### config.mk
export PLATFORM = sky130hd
export DESIGN_NAME = wb4_fifo_drain_master
export DESIGN_NICKNAME = d
export VERILOG_FILES = /design/src/rtl/wb4_fifo_lib_pkg.sv /design/src/rtl/wb4_resp_buffer.sv /design/src/rtl/wb4_fifo_drain_master.sv
export SDC_FILE = /design/constraint.sdc
export NUM_CORES = 1
export LEC_CHECK = 0
export ABC_AREA = 1
export BUFFER_PORTS_ARGS = -buffer_cell sky130_fd_sc_hd__buf_2
export CELL_PAD_IN_SITES_DETAIL_PLACEMENT = 1
export CELL_PAD_IN_SITES_GLOBAL_PLACEMENT = 2
export CORE_MARGIN = 8
export CORE_UTILIZATION = 37
export CTS_CLUSTER_SIZE = 20
export DETAILED_ROUTE_END_ITERATION = 12
export PLACE_DENSITY = 0.78
export SLEW_MARGIN = 10
export SYNTH_ARGS = -nofsm -noshare
export SYNTH_HDL_FRONTEND = slang
export SYNTH_SLANG_ARGS = --single-unit
### constraint.sdc
create_clock -name i_wb4_mclk -period 3.2 [get_ports i_wb4_mclk]
set_input_delay 0.32 -clock i_wb4_mclk [delete_from_list [all_inputs] [get_ports i_wb4_mclk]]
set_output_delay 0.32 -clock i_wb4_mclk [all_outputs]
set_load 0.01 [all_outputs]
### src/rtl/wb4_fifo_lib_pkg.sv
// Shared definitions for the WB4 FIFO library: bus-master state encoding and
// counter/pointer width helpers.
package wb4_fifo_lib_pkg;

  typedef enum logic [1:0] {
    StIdle   = 2'd0,
    StActive = 2'd1,
    StDrain  = 2'd2
  } wb4_state_e;

  // Bits needed to hold the values 0..max_val inclusive.
  function automatic int unsigned cnt_width(input int unsigned max_val);
    return (max_val < 1) ? 1 : $clog2(max_val + 1);
  endfunction

  function automatic int unsigned ptr_width(input int unsigned depth);
    return (depth <= 1) ? 1 : $clog2(depth);
  endfunction

endpackage

### src/rtl/wb4_resp_buffer.sv
// Single-clock first-word-fall-through FIFO holding acked read data; the head
// word is kept in its own register so the output never depends on a memory read.
module wb4_resp_buffer
  import wb4_fifo_lib_pkg::*;
#(
  parameter int unsigned P_DATA_MSB = 7,
  parameter int unsigned P_DEPTH    = 4,
  localparam int unsigned LP_CW     = cnt_width(P_DEPTH)
) (
  input  logic                i_clk,
  input  logic                i_rst,
  input  logic                i_push,
  input  logic [P_DATA_MSB:0] i_data,
  input  logic                i_pop,
  output logic                o_valid,
  output logic [P_DATA_MSB:0] o_data,
  output logic [LP_CW-1:0]    o_count
);

  localparam int unsigned LP_PW = ptr_width(P_DEPTH);

  logic [P_DATA_MSB:0] r_mem [P_DEPTH];
  logic [LP_PW-1:0]    r_wr_ptr;
  logic [LP_PW-1:0]    r_rd_ptr;
  logic [LP_CW-1:0]    r_count;
  logic [P_DATA_MSB:0] r_head;
  logic [P_DATA_MSB:0] w_head_d;
  logic [LP_CW-1:0]    w_count_d;
  logic                w_push;
  logic                w_pop;
  logic [LP_PW-1:0]    w_rd_next;

  function automatic logic [LP_PW-1:0] ptr_inc(input logic [LP_PW-1:0] p);
    return (p == LP_PW'(P_DEPTH - 1)) ? '0 : p + LP_PW'(1);
  endfunction

  assign w_pop     = i_pop & (r_count != '0);
  assign w_push    = i_push & (r_count != LP_CW'(P_DEPTH));
  assign w_rd_next = ptr_inc(r_rd_ptr);

  always_comb begin
    w_head_d  = r_head;
    w_count_d = r_count;
    // The incoming word becomes the head only when it is the sole surviving entry.
    if (w_push && ((r_count == '0) || ((r_count == LP_CW'(1)) && w_pop))) begin
      w_head_d = i_data;
    end else if (w_pop && (r_count > LP_CW'(1))) begin
      w_head_d = r_mem[w_rd_next];
    end
    if (w_push && !w_pop) begin
      w_count_d = r_count + LP_CW'(1);
    end else if (w_pop && !w_push) begin
      w_count_d = r_count - LP_CW'(1);
    end
  end

  always_ff @(posedge i_clk) begin
    if (w_push) begin
      r_mem[r_wr_ptr] <= i_data;
    end
  end

  always_ff @(posedge i_clk or posedge i_rst) begin
    if (i_rst) begin
      r_wr_ptr <= '0;
      r_rd_ptr <= '0;
      r_count  <= '0;
      r_head   <= '0;
    end else begin
      if (w_push) r_wr_ptr <= ptr_inc(r_wr_ptr);
      if (w_pop)  r_rd_ptr <= w_rd_next;
      r_count <= w_count_d;
      r_head  <= w_head_d;
    end
  end

  assign o_valid = (r_count != '0);
  assign o_data  = r_head;
  assign o_count = r_count;

endmodule

### src/rtl/wb4_fifo_drain_master.sv
// Wishbone B4 pipelined read master that drains a WB4 FIFO into a valid/ready
// stream, issuing strobes only while buffer space is guaranteed for every ack.
module wb4_fifo_drain_master
  import wb4_fifo_lib_pkg::*;
#(
  parameter int unsigned P_DATA_MSB        = 7,
  parameter int unsigned P_MAX_OUTSTANDING = 4,
  parameter int unsigned P_BURST_LEN       = 16,
  parameter int unsigned P_STALL_LIMIT     = 8
) (
  input  logic                i_wb4_mclk,
  input  logic                i_wb4_mrst,
  input  logic                i_enable,
  output logic                o_wb4_mcyc,
  output logic                o_wb4_mstb,
  input  logic                i_wb4_mstall,
  input  logic                i_wb4_mack,
  input  logic [P_DATA_MSB:0] i_wb4_mdata,
  output logic                o_stream_valid,
  input  logic                i_stream_ready,
  output logic [P_DATA_MSB:0] o_stream_data,
  output logic                o_busy
);

  localparam int unsigned LP_OW = cnt_width(P_MAX_OUTSTANDING);
  localparam int unsigned LP_UW = LP_OW + 1;
  localparam int unsigned LP_BW = cnt_width(P_BURST_LEN);
  localparam int unsigned LP_SW = cnt_width(P_STALL_LIMIT);

  wb4_state_e       r_state;
  wb4_state_e       w_state_d;
  logic [LP_OW-1:0] r_outstanding;
  logic [LP_OW-1:0] w_outstanding_d;
  logic [LP_BW-1:0] r_burst_cnt;
  logic [LP_BW-1:0] w_burst_cnt_d;
  logic [LP_SW-1:0] r_stall_cnt;
  logic [LP_SW-1:0] w_stall_cnt_d;
  logic [LP_OW-1:0] w_buf_count;
  logic [LP_UW-1:0] w_used;
  logic             w_credit_ok;
  logic             w_stb;
  logic             w_accept;
  logic             w_ack_ok;
  logic             w_pop;

  // Every in-flight strobe already owns a buffer slot, so an ack can never overflow.
  assign w_used      = LP_UW'(r_outstanding) + LP_UW'(w_buf_count);
  assign w_credit_ok = (w_used < LP_UW'(P_MAX_OUTSTANDING));
  assign w_stb       = (r_state == StActive) & w_credit_ok &
                       (r_burst_cnt != LP_BW'(P_BURST_LEN));
  assign w_accept    = w_stb & ~i_wb4_mstall;
  assign w_ack_ok    = i_wb4_mack & (r_outstanding != '0);
  assign w_pop       = o_stream_valid & i_stream_ready;

  always_comb begin
    w_state_d       = r_state;
    w_outstanding_d = r_outstanding;
    w_burst_cnt_d   = r_burst_cnt + LP_BW'(w_accept);
    w_stall_cnt_d   = (w_stb & i_wb4_mstall) ? r_stall_cnt + LP_SW'(1) : '0;

    unique case ({w_accept, w_ack_ok})
      2'b10:   w_outstanding_d = r_outstanding + LP_OW'(1);
      2'b01:   w_outstanding_d = r_outstanding - LP_OW'(1);
      default: w_outstanding_d = r_outstanding;
    endcase

    case (r_state)
      StIdle: begin
        if (i_enable && w_credit_ok) begin
          w_state_d     = StActive;
          w_burst_cnt_d = '0;
        end
      end
      StActive: begin
        if (!i_enable || (w_burst_cnt_d == LP_BW'(P_BURST_LEN)) ||
            (w_stall_cnt_d == LP_SW'(P_STALL_LIMIT))) begin
          w_state_d = StDrain;
        end
      end
      StDrain: begin
        if (w_outstanding_d == '0) begin
          w_state_d = StIdle;
        end
      end
      default: w_state_d = StIdle;
    endcase
  end

  always_ff @(posedge i_wb4_mclk or posedge i_wb4_mrst) begin
    if (i_wb4_mrst) begin
      r_state       <= StIdle;
      r_outstanding <= '0;
      r_burst_cnt   <= '0;
      r_stall_cnt   <= '0;
    end else begin
      r_state       <= w_state_d;
      r_outstanding <= w_outstanding_d;
      r_burst_cnt   <= w_burst_cnt_d;
      r_stall_cnt   <= w_stall_cnt_d;
    end
  end

  wb4_resp_buffer #(
    .P_DATA_MSB (P_DATA_MSB),
    .P_DEPTH    (P_MAX_OUTSTANDING)
  ) u_resp_buffer (
    .i_clk   (i_wb4_mclk),
    .i_rst   (i_wb4_mrst),
    .i_push  (w_ack_ok),
    .i_data  (i_wb4_mdata),
    .i_pop   (w_pop),
    .o_valid (o_stream_valid),
    .o_data  (o_stream_data),
    .o_count (w_buf_count)
  );

  assign o_wb4_mcyc = (r_state != StIdle);
  assign o_wb4_mstb = w_stb;
  assign o_busy     = (r_state != StIdle);

endmodule

==> results of run 1 <==
==> final cells by class <==
class	instances	area, µm²	share of cell area
multi-input combinational	203	1111	0.3170
sequential	61	1687	0.4813
inverter	60	232.7	0.06640
tap	105	131.4	0.03749
clock buffer	12	155.1	0.04427
clock inverter	4	47.55	0.01357
timing repair buffer	27	140.1	0.03999
==> synthesized netlist by cell type <==
library cell	count
a21oi_1	17
a31oi_4	1
buf_2	2
buf_4	1
clkbuf_1	1
clkinv_1	2
dfrtp_1	29
edfxtp_1	32
fa_1	1
ha_1	16
inv_1	53
inv_2	3
inv_4	1
inv_6	1
nand2_1	89
nand2_4	1
nand2_8	2
nand3_1	23
nand3b_1	1
nand4_1	5
nor2_1	21
nor2_4	2
nor3_1	2
o21ai_0	15
o21ai_2	1
or2_2	1
xnor2_1	2
xor2_1	3
==> metal layers <==
layer	wire length, µm	global-route usage	vias up
li1	-	-	1114
met1	2999	0.1496	1073
met2	3408	0.2167	24
met3	165	0.02759	12
met4	131	0.06633	0
met5	0	0	-
==> logic make-up (layout without fill, tap and decap cells) <==
family / Yosys count / count (layout) / synth area share
buf+inv: 64 / 103 / 0.08323
flops: 61 / 61 / 0.5527
compound gates: 34 / 34 / 0.06232
xor+xnor: 5 / 5 / 0.01435
simple gates: 147 / 147 / 0.2153
fa+ha+maj: 17 / 17 / 0.07216
==> critical path, delay by kind of cell (launching register included) <==
kind            cells  cell delay (ns)
compound gates      1             0.23
fa+ha+maj           3             0.92
buf+inv             3             0.21
flops               1             0.42
simple gates        9             0.96
==> per-stage QoR <==
| stage | utilization | worst slack [ns] |
|---|---|---|
| 2_1_floorplan | - | 0.5499 |
| 3_3_place_gp | 0.4080 | 0.4468 |
| 3_5_place_dp | 0.4080 | 0.3178 |
| 4_1_cts | 0.4331 | 0.3089 |
| 5_1_grt | 0.4331 | 0.09935 |
| 6_report | 0.4331 | 0.3343 |
==> state kept, by name (all words and copies together), names as in the netlist <==
signal,flops
u_resp_buffer.o_count,3
r_burst_cnt,5
r_outstanding,3
r_stall_cnt,4
u_resp_buffer.r_wr_ptr,2
u_resp_buffer.o_data,8
r_state,2
u_resp_buffer.r_mem,32
u_resp_buffer.r_rd_ptr,2
==> power by group through the flow <==
stage / clock network (W) / registers, W / logic, W
6_report: 0.000710 / 0.00119 / 0.00148
5_1_grt: 0.000768 / 0.00122 / 0.00171
4_1_cts: 0.000727 / 0.00119 / 0.00153
3_5_place_dp: 0 / 0.00121 / 0.00152
3_3_place_gp: 0 / 0.00120 / 0.00148
2_1_floorplan: 0 / 0.00120 / 0.00108
==> path summary, 6_finish.rpt <==
path | start | cells past startpoint | endpoint | slack, ns
setup reg to reg | u_resp_buffer.o_count[2] | 16 | r_state[1] | 0.33
setup / recovery | u_resp_buffer.o_count[2] | 16 | r_state[1] | 0.33
max in group asynchronous | i_wb4_mrst | 3 | u_resp_buffer.r_wr_ptr[1] | 2.85
hold reg to reg | u_resp_buffer.o_data[6] | 2 | u_resp_buffer.o_data[6] | 0.48
min in group i_wb4_mclk | i_wb4_mdata[5] | 1 | u_resp_buffer.r_mem[1][5] | 0.21
hold / removal | i_wb4_mrst | 3 | u_resp_buffer.o_data[4] | 0.06
==> flow_metrics.env, run 1 <==
export IMPL_hold_class="input port to async pin"
export IMPL_grt_pass1_wl_mm=11.29
export IMPL_avgRoutedWirePerCell_um=14.20
export IMPL_maxSlewHeadroom=0.4196
export IMPL_synth_area_top_cells="edfxtp_1, dfrtp_1, nand2_1"
export IMPL_antenna_found_initial=0
export IMPL_clock_path_buffers=2
export IMPL_cellInternalPower_w=0.001961
export IMPL_gp_congestion=0.7348
export IMPL_synthCells=328
export IMPL_critPathMaxStageDelay_ns=0.42
export IMPL_worst_clock_skew_ns=0.008487
export IMPL_cts_hold_buffers=0
export IMPL_grt_max_degree=30
export IMPL_cts_setup_buffers=0
export IMPL_final_common_cell="nand2_1"
export IMPL_via_per_inst=4.710
export IMPL_clkPwrFrac=0.210
export IMPL_hold_ws_ns=0.05766
export IMPL_clock_latency_ns=0.34
export IMPL_grt_setup_unrepaired="no"
export IMPL_p_comb_frac=0.439
export IMPL_cp_cell_sequence="ha_1 > nor2_1 > nand3b_1 > nor2_1 > inv_1 > nor2_1 > inv_1 > ha_1 > inv_1 > fa_1 > o21ai_0 > nor3_1 > nand3_1 > nand2_1 > nand3_1 > nand2_1"
export IMPL_synthesis_nets=359
export IMPL_cts_sinks=61
export IMPL_cp_end_kind="flip-flop"
export IMPL_drt_iter0_drc=40
export IMPL_synthesis_area_um2=3052
export IMPL_wl_mm=6.704
export IMPL_setup_tns_final_ns=0
export IMPL_dp_cells=456
export IMPL_synth_top_cell_area_share=0.3149
export IMPL_cp_start_kind="flip-flop"
export IMPL_rows=33
export IMPL_cts_tree="yes"
export IMPL_switchingPower_w=0.001421
export IMPL_p_total_w=0.003382
export IMPL_slew_violations=0
export IMPL_die_y_um=106.8
export IMPL_ys_seq_area_frac=0.5527
export IMPL_first_pass_iters=4
export IMPL_numPortBuffers=25
export IMPL_ir_drop_mv=0.3191
export IMPL_synth_seq_cells=61
export IMPL_synthToLayoutAreaGrowth_pct=14.84
export IMPL_fp_dieW_um=106.8
export IMPL_num_vias=2223
export IMPL_finalSetupViolCount=0
export IMPL_swShare=0.4202
export IMPL_max_clock_freq_mhz=349.0
export IMPL_final_cells=472
export IMPL_io_pins=26
export IMPL_clk_pin_slew_worst_paths_ns=0.07
export IMPL_core_area_um2=8093
export IMPL_crit_path_max_fanout=4
export IMPL_cts_buffers=9
export IMPL_place_area_um2=3302
export IMPL_tightest_slew_ns=0.8674
export IMPL_drive_above_1_share=0.1499
export IMPL_status="finished, final reports clean"
export IMPL_cts_htree_levels=3
export IMPL_p_per_area_nw_per_um2=965.1
export IMPL_slowest_stage="dfrtp_1"
export IMPL_avgSynthCellArea_um2=9.304
export IMPL_drc=0
export IMPL_dpl_hpwl_mm=4.795
export IMPL_grt_usage=0.1281
export IMPL_nets=393
export IMPL_crit_arrival_ns=3.09
export IMPL_maxCapViolations=0
export IMPL_initial_core_util=0.3771
export IMPL_nFillCells=969
export IMPL_p_leak_nw=1.698
export IMPL_die_area_um2=11410
export IMPL_fin_area_um2=3505
export IMPL_worstSetupPathType="flip-flop to flip-flop"
export IMPL_ys_warn_count=0
export IMPL_antenna_left=0
export IMPL_hold_violations=0
export IMPL_post_cts_resized=0
export IMPL_clockRootBuffer="clkbuf_8"
export IMPL_finalCritPeriodShare=0.8955
export IMPL_required_ns=3.43
export IMPL_synth_largest_area_cell="edfxtp_1"
export IMPL_antennaDiodeCount=0
export IMPL_synth_cell_type_count=28
export IMPL_overflow=0
export IMPL_layout_common_cells="nand2_1, inv_1, edfxtp_1, dfrtp_1, buf_2"
export IMPL_grt_pass1_vias=2339
export IMPL_power_frac_seq=0.351
export IMPL_fin_crit_ns=2.866
Power figures use the tool's default switching activity.
==> inputs of run 2 (changes only) <==
--- a/config.mk
+++ b/config.mk
@@ -5,15 +5,14 @@
 export SDC_FILE = /design/constraint.sdc
 export NUM_CORES = 1
 export LEC_CHECK = 0
-export ABC_AREA = 1
 export BUFFER_PORTS_ARGS = -buffer_cell sky130_fd_sc_hd__buf_2
 export CELL_PAD_IN_SITES_DETAIL_PLACEMENT = 1
 export CELL_PAD_IN_SITES_GLOBAL_PLACEMENT = 2
 export CORE_MARGIN = 8
-export CORE_UTILIZATION = 37
+export CORE_UTILIZATION = 41
 export CTS_CLUSTER_SIZE = 20
 export DETAILED_ROUTE_END_ITERATION = 12
-export PLACE_DENSITY = 0.78
+export PLACE_DENSITY = 0.79
 export SLEW_MARGIN = 10
 export SYNTH_ARGS = -nofsm -noshare
 export SYNTH_HDL_FRONTEND = slang
==> run 2 against run 1 <==
  * Total power down 11%
  * Critical endpoint unchanged
  * Critical path depth down 3
  * Routed wire length fell by 16%
  * Largest cell class unchanged
  * Critical path type unchanged
  * Largest power group unchanged
==> flow_metrics.env, run 2 <==
export IMPL_status="finished, final reports clean"
export IMPL_regArea_um2=1687
export IMPL_async_reset_ff_frac=0.4754
export IMPL_yosys_top_cells_count="edfxtp_1, dfrtp_1, nor2_1, a21oi_1, nand2_1"
export IMPL_num_vias=1738
export IMPL_synth_seq_cells=61
export IMPL_synthToLayoutAreaGrowth_pct=13.57
export IMPL_grt_usage=0.1242
export IMPL_cp_end_kind="flip-flop"
export IMPL_avgSynthCellArea_um2=12.98
export IMPL_p_leak_nw=1.342
export IMPL_finalCritPeriodShare=0.8407
export IMPL_layout_common_cells="edfxtp_1, dfrtp_1, buf_2, nor2_1, a21oi_1"
export IMPL_io_pins=26
export IMPL_antenna_found_initial=0
export IMPL_maxCapViolations=0
export IMPL_synth_largest_area_cell="edfxtp_1"
export IMPL_grt_pass1_wl_mm=9.266
export IMPL_hold_violations=0
export IMPL_antennaDiodeCount=0
export IMPL_regMostFlops="u_resp_buffer.r_mem"
export IMPL_p_per_area_nw_per_um2=945.5
export IMPL_worst_clock_skew_ns=0.01035
export IMPL_nets=281
export IMPL_cts_htree_levels=3
export IMPL_slew_violations=0
export IMPL_worstSetupPathType="flip-flop to flip-flop"
export IMPL_cts_tree="yes"
export IMPL_synthesis_nets=247
export IMPL_numPortBuffers=25
export IMPL_clock_path_buffers=2
export IMPL_antenna_left=0
export IMPL_first_pass_iters=4
export IMPL_fin_crit_ns=2.690
export IMPL_die_y_um=98.70
export IMPL_ir_drop_mv=0.3819
export IMPL_crit_arrival_ns=2.95
export IMPL_ys_warn_count=0
export IMPL_p_total_w=0.003011
export IMPL_clockRootBuffer="clkbuf_8"
export IMPL_cts_setup_buffers=0
export IMPL_grt_setup_unrepaired="no"
export IMPL_setup_tns_final_ns=0
export IMPL_nFillCells=720
export IMPL_synth_edf_count=32
export IMPL_avgRoutedWirePerCell_um=16.87
export IMPL_overflow=0
export IMPL_synth_cell_type_count=38
export IMPL_multi_input_area_um2=1049
export IMPL_synth_top_cell_area_share=0.3427
export IMPL_gp_congestion=0.7467
export IMPL_max_clock_freq_mhz=371.7
export IMPL_maxSlewHeadroom=0.4450
export IMPL_clk_pin_slew_worst_paths_ns=0.08
export IMPL_crit_path_max_fanout=5
export IMPL_slowest_stage="dfrtp_1"
export IMPL_drt_iter0_drc=74
export IMPL_final_common_cell="edfxtp_1"
export IMPL_fp_dieW_um=98.70
export IMPL_hold_class="input port to async pin"
export IMPL_yosysMostFrequentCell="edfxtp_1"
export IMPL_die_area_um2=9741
export IMPL_drc=0
export IMPL_grt_max_degree=17
export IMPL_clock_latency_ns=0.33
export IMPL_required_ns=3.46
export IMPL_rows=30
export IMPL_wl_mm=5.633
export IMPL_cp_cell_sequence="ha_1 > nor3_1 > nand2_1 > or2_4 > nor2_1 > inv_1 > ha_1 > inv_1 > fa_1 > nor2b_1 > a22oi_1 > o21ai_0 > a21oi_1"
export IMPL_critPathMaxStageDelay_ns=0.43
export IMPL_finalSetupViolCount=0
export IMPL_synthesis_area_um2=2804
export IMPL_largest_reg_flops=32
export IMPL_ys_flop_type="edfxtp_1"
export IMPL_critPathBufInv=2
export IMPL_initial_core_util=0.4173
export IMPL_crit_family="adder cells"
export IMPL_dpl_hpwl_mm=4.030
export IMPL_synthCells=216
export IMPL_cts_buffers=9
export IMPL_post_cts_resized=0
export IMPL_drive_above_1_share=0.2126
export IMPL_core_area_um2=6719
export IMPL_cts_hold_buffers=0
export IMPL_ys_seq_area_frac=0.6015
export IMPL_synth_area_top_cells="edfxtp_1, dfrtp_1, ha_1"
export IMPL_via_per_inst=5.204
export IMPL_tightest_slew_ns=0.8325
export IMPL_cp_start_kind="flip-flop"
export IMPL_cts_sinks=61
export IMPL_grt_pass1_vias=1815
## run 2: cell types whose count changed in the layout (fill, tap and decap cells not counted), moves of 6 or more
cell and change:
o21ai_0 -11, mux4_2 +7, nand2_1 -71, nand3_1 -18
inv_1 -39, xnor2_1 +6
## run 2: routing by layer
layer / track usage / share of wire
met1: 0.1632 / 0.49
met2: 0.1873 / 0.46
met3: 0.03030 / 0.033
met4: 0.06021 / 0.016
met5: 0 / 0
## run 2: path summary, 6_finish.rpt
check / startpoint / slack [ns] / endpoint / cells after the start
worst min-delay path: i_wb4_mrst / 0.06 / u_resp_buffer.o_data[6] / 2
worst max register to register: u_resp_buffer.o_count[2] / 0.51 / r_state[1] / 13
worst max-delay path: u_resp_buffer.o_count[2] / 0.51 / r_state[1] / 13
worst min register to register: r_stall_cnt[0] / 0.49 / r_stall_cnt[0] / 1
min in group i_wb4_mclk: i_wb4_mdata[0] / 0.23 / u_resp_buffer.r_mem[3][0] / 1
max in group asynchronous: i_wb4_mrst / 2.48 / u_resp_buffer.o_data[7] / 3
## run 2: final cells by class
class | instances | share of cell area
flip-flops and latches | 61 | 0.5297
clock buffers | 9 | 0.03890
clock inverters | 6 | 0.01257
well taps | 80 | 0.03143
multi-input cells | 138 | 0.3293
inverters | 14 | 0.01650
repair buffers | 26 | 0.04165
## run 2: report_power, final
group	internal, W	switching, W
combinational	0.000549	0.000676
sequential	0.00107	0.000137
clock	0.000275	0.000309
## run 2: cell families (layout without fill, tap and decap cells)
kind of cell,count (synthesis),count (layout),share of synthesized area
mux,11,11,0.07720
buf+inv,17,55,0.02454
fa+ha+maj,17,17,0.07854
simple gates,66,66,0.1116
xor+xnor,12,12,0.03748
flops,61,61,0.6015
compound gates,32,32,0.06917
## run 2: metrics by stage
| step | setup slack [ns] | std cells | utilization | hold slack (ns) | instance area [µm²] |
|---|---|---|---|---|---|
| global route | 0.3484 | 334 | 0.4739 | 0.09845 | 3184 |
| finish | 0.5098 | 334 | 0.4739 | 0.05654 | 3184 |
| floorplan | 0.6904 | 216 | - | 0.3981 | 2804 |
| CTS | 0.4842 | 334 | 0.4739 | 0.07191 | 3184 |
| detailed placement | 0.5004 | 319 | 0.4495 | 0.4411 | 3020 |
| global placement | 0.5658 | 319 | 0.4495 | 0.4323 | 3020 |
